<file path="config.mk">
export PLATFORM = sky130hd
export DESIGN_NAME = mem_port_arbiter_flat
export DESIGN_NICKNAME = d
export VERILOG_FILES = /design/src/rtl/mem_port_arbiter_pkg.sv /design/src/rtl/mem_port_arbiter_if.sv /design/src/rtl/mem_port_arbiter_timer.sv /design/src/rtl/mem_port_arbiter.sv /design/src/flat_wrapper.sv
export SDC_FILE = /design/constraint.sdc
export NUM_CORES = 1
export LEC_CHECK = 0
export ABC_AREA = 0
export CAP_MARGIN = 20
export CORE_MARGIN = 2
export CORE_UTILIZATION = 47
export CTS_BUF_LIST = sky130_fd_sc_hd__clkbuf_2
export DETAILED_ROUTE_END_ITERATION = 10
export DONT_BUFFER_PORTS = 1
export HOLD_SLACK_MARGIN = 0.05
export PLACE_DENSITY = 0.59
export SYNTH_ARGS = -nofsm -noshare
export SYNTH_HDL_FRONTEND = slang
export SYNTH_HIERARCHICAL = 1
export SYNTH_SLANG_ARGS = --single-unit
</file>
<file path="constraint.sdc">
create_clock -name clk -period 3.51 [get_ports clk]
set_input_delay 0.5265 -clock clk [delete_from_list [all_inputs] [get_ports clk]]
set_output_delay 0.5265 -clock clk [all_outputs]
set_load 0.03 [all_outputs]
</file>
<file path="src/rtl/mem_port_arbiter_pkg.sv">
// rtl/mem_port_arbiter_pkg.sv - shared types and constants for the memory port arbiter
package mem_port_arbiter_pkg;

  typedef enum logic [1:0] {
    ARB_IDLE = 2'd0,
    ARB_REQ  = 2'd1,
    ARB_WAIT = 2'd2
  } arb_state_e;

  typedef enum logic {
    OWN_IF = 1'b0,
    OWN_LS = 1'b1
  } arb_owner_e;

  localparam logic [31:0] ARB_ERR_DATA = 32'hdeadbeaf;

endpackage

</file>
<file path="src/rtl/mem_port_arbiter_if.sv">
// rtl/mem_port_arbiter_if.sv - requester, memory and error signals of the memory port arbiter
interface mem_port_arbiter_if #(
  parameter int AW = 32,
  parameter int DW = 32
);
  logic          if_req_valid;
  logic          if_req_ready;
  logic [AW-1:0] if_addr;
  logic          if_resp_valid;
  logic [DW-1:0] if_rdata;

  logic          ls_req_valid;
  logic          ls_req_ready;
  logic          ls_wen;
  logic [AW-1:0] ls_addr;
  logic [DW-1:0] ls_wdata;
  logic [7:0]    ls_wmask;
  logic [2:0]    ls_rmask;
  logic          ls_resp_valid;
  logic [DW-1:0] ls_rdata;

  logic          m_req_valid;
  logic          m_req_ready;
  logic          m_wen;
  logic [AW-1:0] m_addr;
  logic [DW-1:0] m_wdata;
  logic [7:0]    m_wmask;
  logic [2:0]    m_rmask;
  logic          m_resp_valid;
  logic [DW-1:0] m_rdata;

  logic          err;

  // Arbiter side
  modport master (
    input  if_req_valid, if_addr,
    input  ls_req_valid, ls_wen, ls_addr, ls_wdata, ls_wmask, ls_rmask,
    input  m_req_ready, m_resp_valid, m_rdata,
    output if_req_ready, if_resp_valid, if_rdata,
    output ls_req_ready, ls_resp_valid, ls_rdata,
    output m_req_valid, m_wen, m_addr, m_wdata, m_wmask, m_rmask,
    output err
  );

  // Requesters and memory side
  modport slave (
    output if_req_valid, if_addr,
    output ls_req_valid, ls_wen, ls_addr, ls_wdata, ls_wmask, ls_rmask,
    output m_req_ready, m_resp_valid, m_rdata,
    input  if_req_ready, if_resp_valid, if_rdata,
    input  ls_req_ready, ls_resp_valid, ls_rdata,
    input  m_req_valid, m_wen, m_addr, m_wdata, m_wmask, m_rmask,
    input  err
  );
endinterface

</file>
<file path="src/rtl/mem_port_arbiter_timer.sv">
// rtl/mem_port_arbiter_timer.sv - response timeout counter, expires at count TIMEOUT-1
module arb_timeout_timer #(
  parameter int TIMEOUT = 64
) (
  input  logic clk,
  input  logic rst,
  input  logic i_clr,
  input  logic i_en,
  output logic o_expire
);
  localparam int CW = $clog2(TIMEOUT);

  logic [CW-1:0] r_cnt;

  always_ff @(posedge clk or negedge rst) begin
    if (!rst) begin
      r_cnt <= '0;
    end else if (i_clr) begin
      r_cnt <= '0;
    end else if (i_en) begin
      r_cnt <= r_cnt + 1'b1;
    end
  end

  assign o_expire = i_en && (r_cnt == CW'(TIMEOUT - 1));
endmodule

</file>
<file path="src/rtl/mem_port_arbiter.sv">
// rtl/mem_port_arbiter.sv - serialises fetch and load/store requests onto one memory port
module mem_port_arbiter
  import mem_port_arbiter_pkg::*;
#(
  parameter int AW        = 32,
  parameter int DW        = 32,
  parameter int TIMEOUT   = 64,
  parameter int LS_STREAK = 4
) (
  input logic                clk,
  input logic                rst,
  mem_port_arbiter_if.master bus
);
  localparam int SW = $clog2(LS_STREAK + 1);

  arb_state_e    r_state, w_state_nxt;
  arb_owner_e    r_owner;
  logic [SW-1:0] r_streak;
  logic          r_stale;
  logic          r_m_wen;
  logic [AW-1:0] r_m_addr;
  logic [DW-1:0] r_m_wdata;
  logic [7:0]    r_m_wmask;
  logic [2:0]    r_m_rmask;
  logic          r_if_resp_valid, r_ls_resp_valid, r_err;
  logic [DW-1:0] r_if_rdata, r_ls_rdata;

  logic          w_grant_if, w_grant_ls;
  logic          w_timer_clr, w_timer_en, w_expire;
  logic          w_resp_ok, w_done, w_timeout;
  logic [DW-1:0] w_rdata;

  // A response arriving while stale belongs to an abandoned transaction
  assign w_resp_ok = bus.m_resp_valid && !r_stale;

  arb_timeout_timer #(.TIMEOUT(TIMEOUT)) u_timer (
    .clk      (clk),
    .rst      (rst),
    .i_clr    (w_timer_clr),
    .i_en     (w_timer_en),
    .o_expire (w_expire)
  );

  always_ff @(posedge clk or negedge rst) begin
    if (!rst) r_state <= ARB_IDLE;
    else      r_state <= w_state_nxt;
  end

  always_comb begin
    w_state_nxt = r_state;
    w_grant_if  = 1'b0;
    w_grant_ls  = 1'b0;
    w_timer_clr = 1'b1;
    w_timer_en  = 1'b0;
    w_done      = 1'b0;
    w_timeout   = 1'b0;
    case (r_state)
      ARB_IDLE: begin
        if (bus.ls_req_valid && !(bus.if_req_valid && r_streak == SW'(LS_STREAK)))
          w_grant_ls = 1'b1;
        else if (bus.if_req_valid)
          w_grant_if = 1'b1;
        if (w_grant_ls || w_grant_if) w_state_nxt = ARB_REQ;
      end
      ARB_REQ: begin
        if (bus.m_req_ready) w_state_nxt = ARB_WAIT;
      end
      ARB_WAIT: begin
        w_timer_clr = 1'b0;
        w_timer_en  = 1'b1;
        if (w_resp_ok) begin
          w_done      = 1'b1;
          w_state_nxt = ARB_IDLE;
        end else if (w_expire) begin
          w_timeout   = 1'b1;
          w_state_nxt = ARB_IDLE;
        end
      end
      default: w_state_nxt = ARB_IDLE;
    endcase
  end

  always_ff @(posedge clk or negedge rst) begin
    if (!rst) begin
      r_owner   <= OWN_IF;
      r_streak  <= '0;
      r_m_wen   <= 1'b0;
      r_m_addr  <= '0;
      r_m_wdata <= '0;
      r_m_wmask <= '0;
      r_m_rmask <= '0;
    end else if (w_grant_ls) begin
      r_owner   <= OWN_LS;
      r_streak  <= bus.if_req_valid ? r_streak + 1'b1 : '0;
      r_m_wen   <= bus.ls_wen;
      r_m_addr  <= bus.ls_addr;
      r_m_wdata <= bus.ls_wdata;
      r_m_wmask <= bus.ls_wmask;
      r_m_rmask <= bus.ls_rmask;
    end else if (w_grant_if) begin
      r_owner   <= OWN_IF;
      r_streak  <= '0;
      r_m_wen   <= 1'b0;
      r_m_addr  <= bus.if_addr;
      r_m_wdata <= '0;
      r_m_wmask <= '0;
      r_m_rmask <= '0;
    end
  end

  always_ff @(posedge clk or negedge rst) begin
    if (!rst)            r_stale <= 1'b0;
    else if (w_timeout)  r_stale <= 1'b1;
    else if (bus.m_resp_valid) r_stale <= 1'b0;
  end

  assign w_rdata = w_timeout ? DW'(ARB_ERR_DATA) : (r_m_wen ? '0 : bus.m_rdata);

  always_ff @(posedge clk or negedge rst) begin
    if (!rst) begin
      r_if_resp_valid <= 1'b0;
      r_ls_resp_valid <= 1'b0;
      r_if_rdata      <= '0;
      r_ls_rdata      <= '0;
      r_err           <= 1'b0;
    end else begin
      r_if_resp_valid <= 1'b0;
      r_ls_resp_valid <= 1'b0;
      r_err           <= 1'b0;
      if (w_done || w_timeout) begin
        if (r_owner == OWN_LS) begin
          r_ls_resp_valid <= 1'b1;
          r_ls_rdata      <= w_rdata;
        end else begin
          r_if_resp_valid <= 1'b1;
          r_if_rdata      <= w_rdata;
        end
        r_err <= w_timeout;
      end
    end
  end

  assign bus.if_req_ready  = w_grant_if;
  assign bus.ls_req_ready  = w_grant_ls;
  assign bus.if_resp_valid = r_if_resp_valid;
  assign bus.if_rdata      = r_if_rdata;
  assign bus.ls_resp_valid = r_ls_resp_valid;
  assign bus.ls_rdata      = r_ls_rdata;
  assign bus.m_req_valid   = (r_state == ARB_REQ);
  assign bus.m_wen         = r_m_wen;
  assign bus.m_addr        = r_m_addr;
  assign bus.m_wdata       = r_m_wdata;
  assign bus.m_wmask       = r_m_wmask;
  assign bus.m_rmask       = r_m_rmask;
  assign bus.err           = r_err;
endmodule

</file>
<file path="src/flat_wrapper.sv">
// flat-port wrapper written by rule: the top's interface ports become plain ports
module mem_port_arbiter_flat import mem_port_arbiter_pkg::*;
#(
  parameter int AW        = 32,
  parameter int DW        = 32,
  parameter int TIMEOUT   = 64,
  parameter int LS_STREAK = 4
)
  (clk, rst, bus_if_req_valid, bus_if_addr, bus_ls_req_valid, bus_ls_wen, bus_ls_addr, bus_ls_wdata, bus_ls_wmask, bus_ls_rmask, bus_m_req_ready, bus_m_resp_valid, bus_m_rdata, bus_if_req_ready, bus_if_resp_valid, bus_if_rdata, bus_ls_req_ready, bus_ls_resp_valid, bus_ls_rdata, bus_m_req_valid, bus_m_wen, bus_m_addr, bus_m_wdata, bus_m_wmask, bus_m_rmask, bus_err);
  mem_port_arbiter_if #(.AW(AW), .DW(DW)) bus_i ();
  input logic clk;
  input logic rst;
  input wire logic [$bits(bus_i.if_req_valid)-1:0] bus_if_req_valid;
  input wire logic [$bits(bus_i.if_addr)-1:0] bus_if_addr;
  input wire logic [$bits(bus_i.ls_req_valid)-1:0] bus_ls_req_valid;
  input wire logic [$bits(bus_i.ls_wen)-1:0] bus_ls_wen;
  input wire logic [$bits(bus_i.ls_addr)-1:0] bus_ls_addr;
  input wire logic [$bits(bus_i.ls_wdata)-1:0] bus_ls_wdata;
  input wire logic [$bits(bus_i.ls_wmask)-1:0] bus_ls_wmask;
  input wire logic [$bits(bus_i.ls_rmask)-1:0] bus_ls_rmask;
  input wire logic [$bits(bus_i.m_req_ready)-1:0] bus_m_req_ready;
  input wire logic [$bits(bus_i.m_resp_valid)-1:0] bus_m_resp_valid;
  input wire logic [$bits(bus_i.m_rdata)-1:0] bus_m_rdata;
  output wire logic [$bits(bus_i.if_req_ready)-1:0] bus_if_req_ready;
  output wire logic [$bits(bus_i.if_resp_valid)-1:0] bus_if_resp_valid;
  output wire logic [$bits(bus_i.if_rdata)-1:0] bus_if_rdata;
  output wire logic [$bits(bus_i.ls_req_ready)-1:0] bus_ls_req_ready;
  output wire logic [$bits(bus_i.ls_resp_valid)-1:0] bus_ls_resp_valid;
  output wire logic [$bits(bus_i.ls_rdata)-1:0] bus_ls_rdata;
  output wire logic [$bits(bus_i.m_req_valid)-1:0] bus_m_req_valid;
  output wire logic [$bits(bus_i.m_wen)-1:0] bus_m_wen;
  output wire logic [$bits(bus_i.m_addr)-1:0] bus_m_addr;
  output wire logic [$bits(bus_i.m_wdata)-1:0] bus_m_wdata;
  output wire logic [$bits(bus_i.m_wmask)-1:0] bus_m_wmask;
  output wire logic [$bits(bus_i.m_rmask)-1:0] bus_m_rmask;
  output wire logic [$bits(bus_i.err)-1:0] bus_err;
  assign bus_i.if_req_valid = bus_if_req_valid;
  assign bus_i.if_addr = bus_if_addr;
  assign bus_i.ls_req_valid = bus_ls_req_valid;
  assign bus_i.ls_wen = bus_ls_wen;
  assign bus_i.ls_addr = bus_ls_addr;
  assign bus_i.ls_wdata = bus_ls_wdata;
  assign bus_i.ls_wmask = bus_ls_wmask;
  assign bus_i.ls_rmask = bus_ls_rmask;
  assign bus_i.m_req_ready = bus_m_req_ready;
  assign bus_i.m_resp_valid = bus_m_resp_valid;
  assign bus_i.m_rdata = bus_m_rdata;
  assign bus_if_req_ready = bus_i.if_req_ready;
  assign bus_if_resp_valid = bus_i.if_resp_valid;
  assign bus_if_rdata = bus_i.if_rdata;
  assign bus_ls_req_ready = bus_i.ls_req_ready;
  assign bus_ls_resp_valid = bus_i.ls_resp_valid;
  assign bus_ls_rdata = bus_i.ls_rdata;
  assign bus_m_req_valid = bus_i.m_req_valid;
  assign bus_m_wen = bus_i.m_wen;
  assign bus_m_addr = bus_i.m_addr;
  assign bus_m_wdata = bus_i.m_wdata;
  assign bus_m_wmask = bus_i.m_wmask;
  assign bus_m_rmask = bus_i.m_rmask;
  assign bus_err = bus_i.err;
  mem_port_arbiter #(.AW(AW), .DW(DW), .TIMEOUT(TIMEOUT), .LS_STREAK(LS_STREAK)) u_core (.clk(clk), .rst(rst), .bus(bus_i));
endmodule
</file>
==> results of run 1 <==
==> flip-flops by register name (all words and copies together), names as in the netlist <==
signal,count
u_core/r_state,2
u_core/bus.ls_rdata,32
u_core/r_owner,1
u_core/bus.m_wen,1
u_core/bus.if_rdata,32
u_core/bus.ls_resp_valid,1
u_core/bus.m_rmask,3
u_core/r_stale,1
u_core/bus.m_wdata,32
u_core/bus.err,1
u_core/bus.m_addr,32
u_core/u_timer/r_cnt,6
u_core/bus.if_resp_valid,1
u_core/r_streak,3
u_core/bus.m_wmask,8
==> worst max-delay path, cell delays in order (launching register included) <==
cell     delay [ns]
dfrtp_1        0.49
nor2_4         0.60
and3_4         0.69
==> cell families after synthesis <==
logic type,synth area share [%]
AND/OR/NAND/NOR,7.74
multiplexers,10.0
buffers and inverters,8.78
AO/OA/AOI/OAI,15.3
flip-flops,57.1
XOR/XNOR,0.512
adder cells (fa/ha/maj),0.549
==> timing repair <==
item                                   4_1_cts  5_1_grt
endpoints found under the hold margin      299      156
buffers inserted                             0        0
gates resized for setup                      0        1
setup endpoints to repair                    0        1
==> routing by layer <==
| layer | vias to the layer above | global-route usage [%] | part of all wire (%) |
|---|---|---|---|
| li1 | 2373 | - | - |
| met1 | 2741 | 30.3 | 39 |
| met2 | 283 | 40.8 | 50 |
| met3 | 31 | 9.36 | 9.0 |
| met4 | 0 | 8.33 | 2.1 |
| met5 | - | 0 | 0 |
==> placed cells by master, fill, tap and decap left out, types with 3 or more instances in the layout <==
cell | Yosys | routed
a22o_1 | 45 | 45
a32oi_1 | 23 | 23
buf_4 | 3 | 12
clkbuf_2 | 0 | 19
clkinv_2 | 0 | 3
clkinv_4 | 0 | 3
dfrtp_1 | 156 | 156
dlygate4sd3_1 | 0 | 145
ha_1 | 3 | 3
inv_1 | 83 | 83
mux2_1 | 6 | 6
mux2_2 | 13 | 13
mux2i_1 | 47 | 47
nand2_1 | 4 | 4
nand3_1 | 35 | 35
nand4_1 | 34 | 34
nor2_1 | 8 | 6
o221ai_1 | 32 | 32
o311a_1 | 9 | 9
xor2_1 | 3 | 3
==> power groups by stage <==
stage	clock network (uW)	registers (uW)	logic (uW)
after floorplan	0	4550	1560
after global placement	0	4790	1740
after detailed placement	0	4790	1860
after CTS	1050	4750	2320
after global routing	1140	4850	2620
final	1010	4760	2360
==> worst max-delay path by stage <==
stage,from,end,slack (ns),cells after the start
finish,u_core/r_state[1],bus_ls_req_ready,0.48,2
CTS,u_core/r_state[1],bus_ls_req_ready,0.16,2
floorplan,u_core/r_state[0],u_core/bus.if_rdata[14],0.99,11
detailed placement,u_core/r_state[0],u_core/bus.ls_rdata[2],0.60,7
global placement,u_core/r_state[0],u_core/bus.if_rdata[8],0.74,8
global route,u_core/r_state[1],bus_ls_req_ready,0.28,2
==> through the flow <==
| step | utilization, % | hold WS [ns] | instance area, um2 | power [uW] | setup slack (ns) |
|---|---|---|---|---|---|
| after floorplan | - | 0.231 | 6840 | 6120 | 0.994 |
| after CTS | 59.9 | -0.637 | 8610 | 8130 | 0.163 |
| final | 60.1 | -0.544 | 8630 | 8120 | 0.485 |
| after detailed placement | 48.0 | 0.233 | 6900 | 6650 | 0.596 |
| after global placement | 47.9 | 0.234 | 6890 | 6530 | 0.744 |
| after global routing | 60.1 | -0.689 | 8630 | 8600 | 0.279 |
==> cell type report <==
type	instances	share of cell area [%]
Sequential cell	156	45.2
Inverter	85	3.70
Timing Repair Buffer	160	18.4
Multi-Input combinational cell	287	27.2
Clock buffer	19	1.10
Clock inverter	13	1.64
Tap cell	184	2.67
==> results.sh, run 1 <==
export IMPL_status="finished with violations"
export IMPL_violations="negative hold slack"
export IMPL_netlist_area_um2=6840
export IMPL_clock_skew_ns=0.0335
export IMPL_start_kind="flip-flop"
export IMPL_grt_pass1_vias=5677
export IMPL_synth_most_common_cell="dfrtp_1"
export IMPL_ir_drop_mv=0.495
export IMPL_synth_commonest_cells="dfrtp_1 (156), inv_1 (83), mux2i_1 (47), a22o_1 (45), nand3_1 (35)"
export IMPL_min_path_type="in2async"
export IMPL_detail_route_wl_per_cell_um=21.1
export IMPL_intPower_uw=4080
export IMPL_r2r_cells=8
export IMPL_seq_area_frac_synth_pct=57.1
export IMPL_n_antenna_cell=0
export IMPL_synth_largest_area_cell="dfrtp_1"
export IMPL_comb_power_share_pct=29.1
export IMPL_dieHeight_um=125
export IMPL_die_area_um2=15500
export IMPL_maxCapViolations=0
export IMPL_start_util_pct=47.6
export IMPL_leakagePower_uw=0.00385
export IMPL_ys_warn_count=6
export IMPL_seq_power_share_pct=58.6
export IMPL_port_buffers=0
export IMPL_rsz0062_at_grt="no"
export IMPL_nFillCells=1111
export IMPL_synth_ff_latch_count=156
export IMPL_worstReg2RegStart="u_core/r_state[0]"
export IMPL_drt_vias_per_instance=6.00
export IMPL_avgSynthCellArea_um2=11.7
export IMPL_synth_net_count=735
export IMPL_clock_latency_ns=0.73
export IMPL_synthDominantCellAreaShare_pct=57.1
export IMPL_area_growth_pct=26.2
export IMPL_antenna_found_initial=0
export IMPL_final_hold_viol_count=156
export IMPL_slew_headroom_pct=28.6
export IMPL_drc=0
export IMPL_drive_gt1_share_pct=9.44
export IMPL_cp_required_ns=2.98
export IMPL_cts_tree="yes"
export IMPL_max_freq_ghz=0.331
export IMPL_core_area_um2=14400
export IMPL_tightest_slew_ns=1.07
export IMPL_sw_frac_of_total_pct=49.8
export IMPL_regArea_um2=3900
export IMPL_synth_cell_type_count=40
export IMPL_clockPowerShare_pct=12.4
export IMPL_ys_top_cells_by_area="dfrtp_1 (57%), mux2i_1 (6.9%), a22o_1 (5.8%)"
export IMPL_syn_inst=586
export IMPL_setup_viol=0
export IMPL_htreeDepth=4
export IMPL_grt_pass1_wl_um=31100
export IMPL_holdBufCountCts=146
export IMPL_cp_max_fo=46
export IMPL_finalSetupTns_ns=0
export IMPL_die_w_um=125
export IMPL_cts_root_buffer="clkbuf_2"
export IMPL_maxSlewViolCount=0
export IMPL_wirelength_um=19100
export IMPL_first_iter_violations=376
export IMPL_grt_overflow_total=0
export IMPL_gp_congestion=0.813
export IMPL_cp_arrival_ns=2.50
export IMPL_period_minus_slack_ns=3.03
export IMPL_placed_cells=725
export IMPL_vias=5428
export IMPL_instances_no_fill=904
export IMPL_rrSetupSlack_ns=0.59
export IMPL_cts_sinks=156
export IMPL_postRouteAntennaNets=0
export IMPL_critical_path_class="reg2out"
export IMPL_clk_pin_slew_worst_paths_ns=0.23
export IMPL_track_usage_pct=24.9
export IMPL_synth_edf_count=0
export IMPL_grt_max_degree=157
export IMPL_multi_input_area_um2=2350
export IMPL_dp_hpwl_um=11400
export IMPL_ys_async_sr_fraction_pct=100
export IMPL_synth_ff_type="dfrtp_1"
export IMPL_p_switching_uw=4040
export IMPL_cts_made_buffers=17
export IMPL_rr_endpoint="u_core/bus.if_rdata[8]"
export IMPL_worst_setup_path_end_kind="primary output"
export IMPL_holdWs_ns=-0.544
export IMPL_nNetsFinal=856
export IMPL_dr_pass1_iters=5
export IMPL_power_density_nw_per_um2=941
export IMPL_fin_crit_sh_pct=86.2
export IMPL_core_rowCount=44
export IMPL_design_portCount=292
export IMPL_cts_buffer_depth=2
(Power assumes the default switching activity.)
==> inputs of run 2 (changes only) <==
--- a/config.mk
+++ b/config.mk
@@ -7,6 +7,7 @@
 export LEC_CHECK = 0
 export ABC_AREA = 0
 export CAP_MARGIN = 20
+export CORE_ASPECT_RATIO = 0.7
 export CORE_MARGIN = 2
 export CORE_UTILIZATION = 47
 export CTS_BUF_LIST = sky130_fd_sc_hd__clkbuf_2
==> run 2 against run 1 <==
Net effect: combinational power about the same; power decreased by 0.21%; fmax fell by 3.6%; the flow still finishes with violations (negative hold slack); worst setup slack lost 0.11 ns; non-clock buffer count fell by 1.
==> results.sh, run 2 (synthesized netlist as in run 1, its figures left out) <==
export IMPL_cts_buffer_depth=2
export IMPL_power_total_uw=8110
export IMPL_fin_crit_sh_pct=89.4
export IMPL_max_stage_delay_ns=0.39
export IMPL_grt_max_degree=157
export IMPL_grt_pass1_wl_um=30800
export IMPL_antenna_found_initial=0
export IMPL_max_freq_ghz=0.319
export IMPL_cp_depth=8
export IMPL_leakagePower_uw=0.00385
export IMPL_die_area_um2=15500
export IMPL_slew_headroom_pct=30.9
export IMPL_maxSlewViolCount=0
export IMPL_track_usage_pct=25.3
export IMPL_die_w_um=148
export IMPL_grt_pass1_vias=5556
export IMPL_drc=0
export IMPL_cp_common_cell="buf_4"
export IMPL_postRouteAntennaNets=0
export IMPL_crit_chain="inv_1, ha_1, nand3_1, buf_4, and2_1, buf_4, nor2_1, buf_4"
export IMPL_holdWs_ns=-0.537
export IMPL_wirelength_um=19800
export IMPL_clock_latency_ns=0.71
export IMPL_rsz0062_at_grt="no"
export IMPL_start_util_pct=48.7
export IMPL_cts_made_buffers=17
export IMPL_drt_vias_per_instance=6.01
export IMPL_design_portCount=292
export IMPL_htreeDepth=4
export IMPL_detail_route_wl_per_cell_um=21.9
export IMPL_maxCapViolations=0
export IMPL_placed_area_um2=6940
export IMPL_nNetsFinal=855
export IMPL_cts_sinks=156
export IMPL_dp_hpwl_um=12000
export IMPL_violations="negative hold slack"
export IMPL_dieHeight_um=105
export IMPL_setup_viol=0
export IMPL_core_area_um2=14100
export IMPL_clock_skew_ns=0.0321
export IMPL_layout_commonest_cell="dfrtp_1"
export IMPL_drive_gt1_share_pct=9.33
export IMPL_critPathTopFamily="buffers and inverters"
export IMPL_gp_congestion=0.790
export IMPL_n_antenna_cell=0
export IMPL_vias=5454
export IMPL_core_rowCount=36
export IMPL_period_minus_slack_ns=3.14
export IMPL_status="finished with violations"
export IMPL_clk_pin_slew_worst_paths_ns=0.24
export IMPL_ir_drop_mv=0.486
export IMPL_power_density_nw_per_um2=941
export IMPL_grt_overflow_total=0
export IMPL_min_path_type="in2async"
export IMPL_cp_num_buf_inv=4
export IMPL_first_iter_violations=407
export IMPL_tightest_slew_ns=1.04
export IMPL_cts_root_buffer="clkbuf_2"
export IMPL_cp_required_ns=2.98
export IMPL_dr_pass1_iters=5
export IMPL_critical_path_class="reg2out"
export IMPL_final_hold_viol_count=156
export IMPL_port_buffers=0
export IMPL_slowest_stage="dfrtp_1"
export IMPL_area_growth_pct=25.9
export IMPL_start_kind="flip-flop"
export IMPL_layout_common_cells="dfrtp_1 (156), dlygate4sd3_1 (143), inv_1 (83)"
export IMPL_finalSetupTns_ns=0
export IMPL_worst_setup_path_end_kind="primary output"
export IMPL_cts_tree="yes"
export IMPL_cp_arrival_ns=2.61
export IMPL_cp_max_fo=34
export IMPL_final_cell_area_um2=8610
export IMPL_r2r_cells=8
-- run 2: path summary, 6_finish.rpt --
path	startpoint	to	slack, ns
max in group asynchronous	rst	u_core/bus.if_rdata[6]	3.77
min in group clk	bus_if_req_valid	u_core/r_streak[2]	0.16
hold reg to reg	u_core/r_stale	u_core/r_stale	0.54
setup / recovery	u_core/r_streak[0]	bus_if_req_ready	0.37
hold / removal	rst	u_core/bus.ls_rdata[17]	-0.54
setup reg to reg	u_core/r_state[0]	u_core/bus.if_rdata[6]	0.72
-- run 2: metal layers --
| metal | vias up | global-route usage (%) | share of wire, % |
|---|---|---|---|
| met3 | 34 | 10.4 | 11 |
| met2 | 323 | 39.1 | 48 |
| li1 | 2364 | - | - |
| met1 | 2733 | 33.0 | 40 |
| met5 | - | 0 | 0 |
| met4 | 0 | 7.21 | 1.7 |
-- run 2: timing repair --
item | CTS | global route
buffers inserted | 0 | 0
hold buffers | 136 | 8
endpoints found under the setup margin | 0 | 0
resized for setup | 0 | 0
endpoints found under the hold margin | 284 | 168
-- run 2: area by class of cell --
type	instances	area, um2
Multi-Input combinational cell	287	2350
Clock inverter	11	121
Clock buffer	20	100
Sequential cell	156	3900
Timing Repair Buffer	159	1580
Tap cell	190	238
Inverter	85	319
Fill cell	1116	5440
-- run 2: stage by stage --
| stage | util, % | setup WS [ns] | std cells | hold WS, ns |
|---|---|---|---|---|
| after floorplan | - | 0.994 | 586 | 0.231 |
| after global placement | 49.2 | 0.865 | 732 | 0.235 |
| after detailed placement | 49.4 | 0.786 | 733 | 0.235 |
| after CTS | 60.7 | 0.318 | 900 | -0.604 |
| after global routing | 61.3 | 0.0815 | 908 | -0.664 |
| final | 61.3 | 0.371 | 908 | -0.537 |
-- run 2: where the power goes --
| group | internal (uW) | total [uW] | switching, uW |
|---|---|---|---|
| registers | 2560 | 4780 | 2210 |
| logic | 1170 | 2370 | 1200 |
| clock network | 330 | 957 | 627 |
| total | 4070 | 8110 | 4040 |
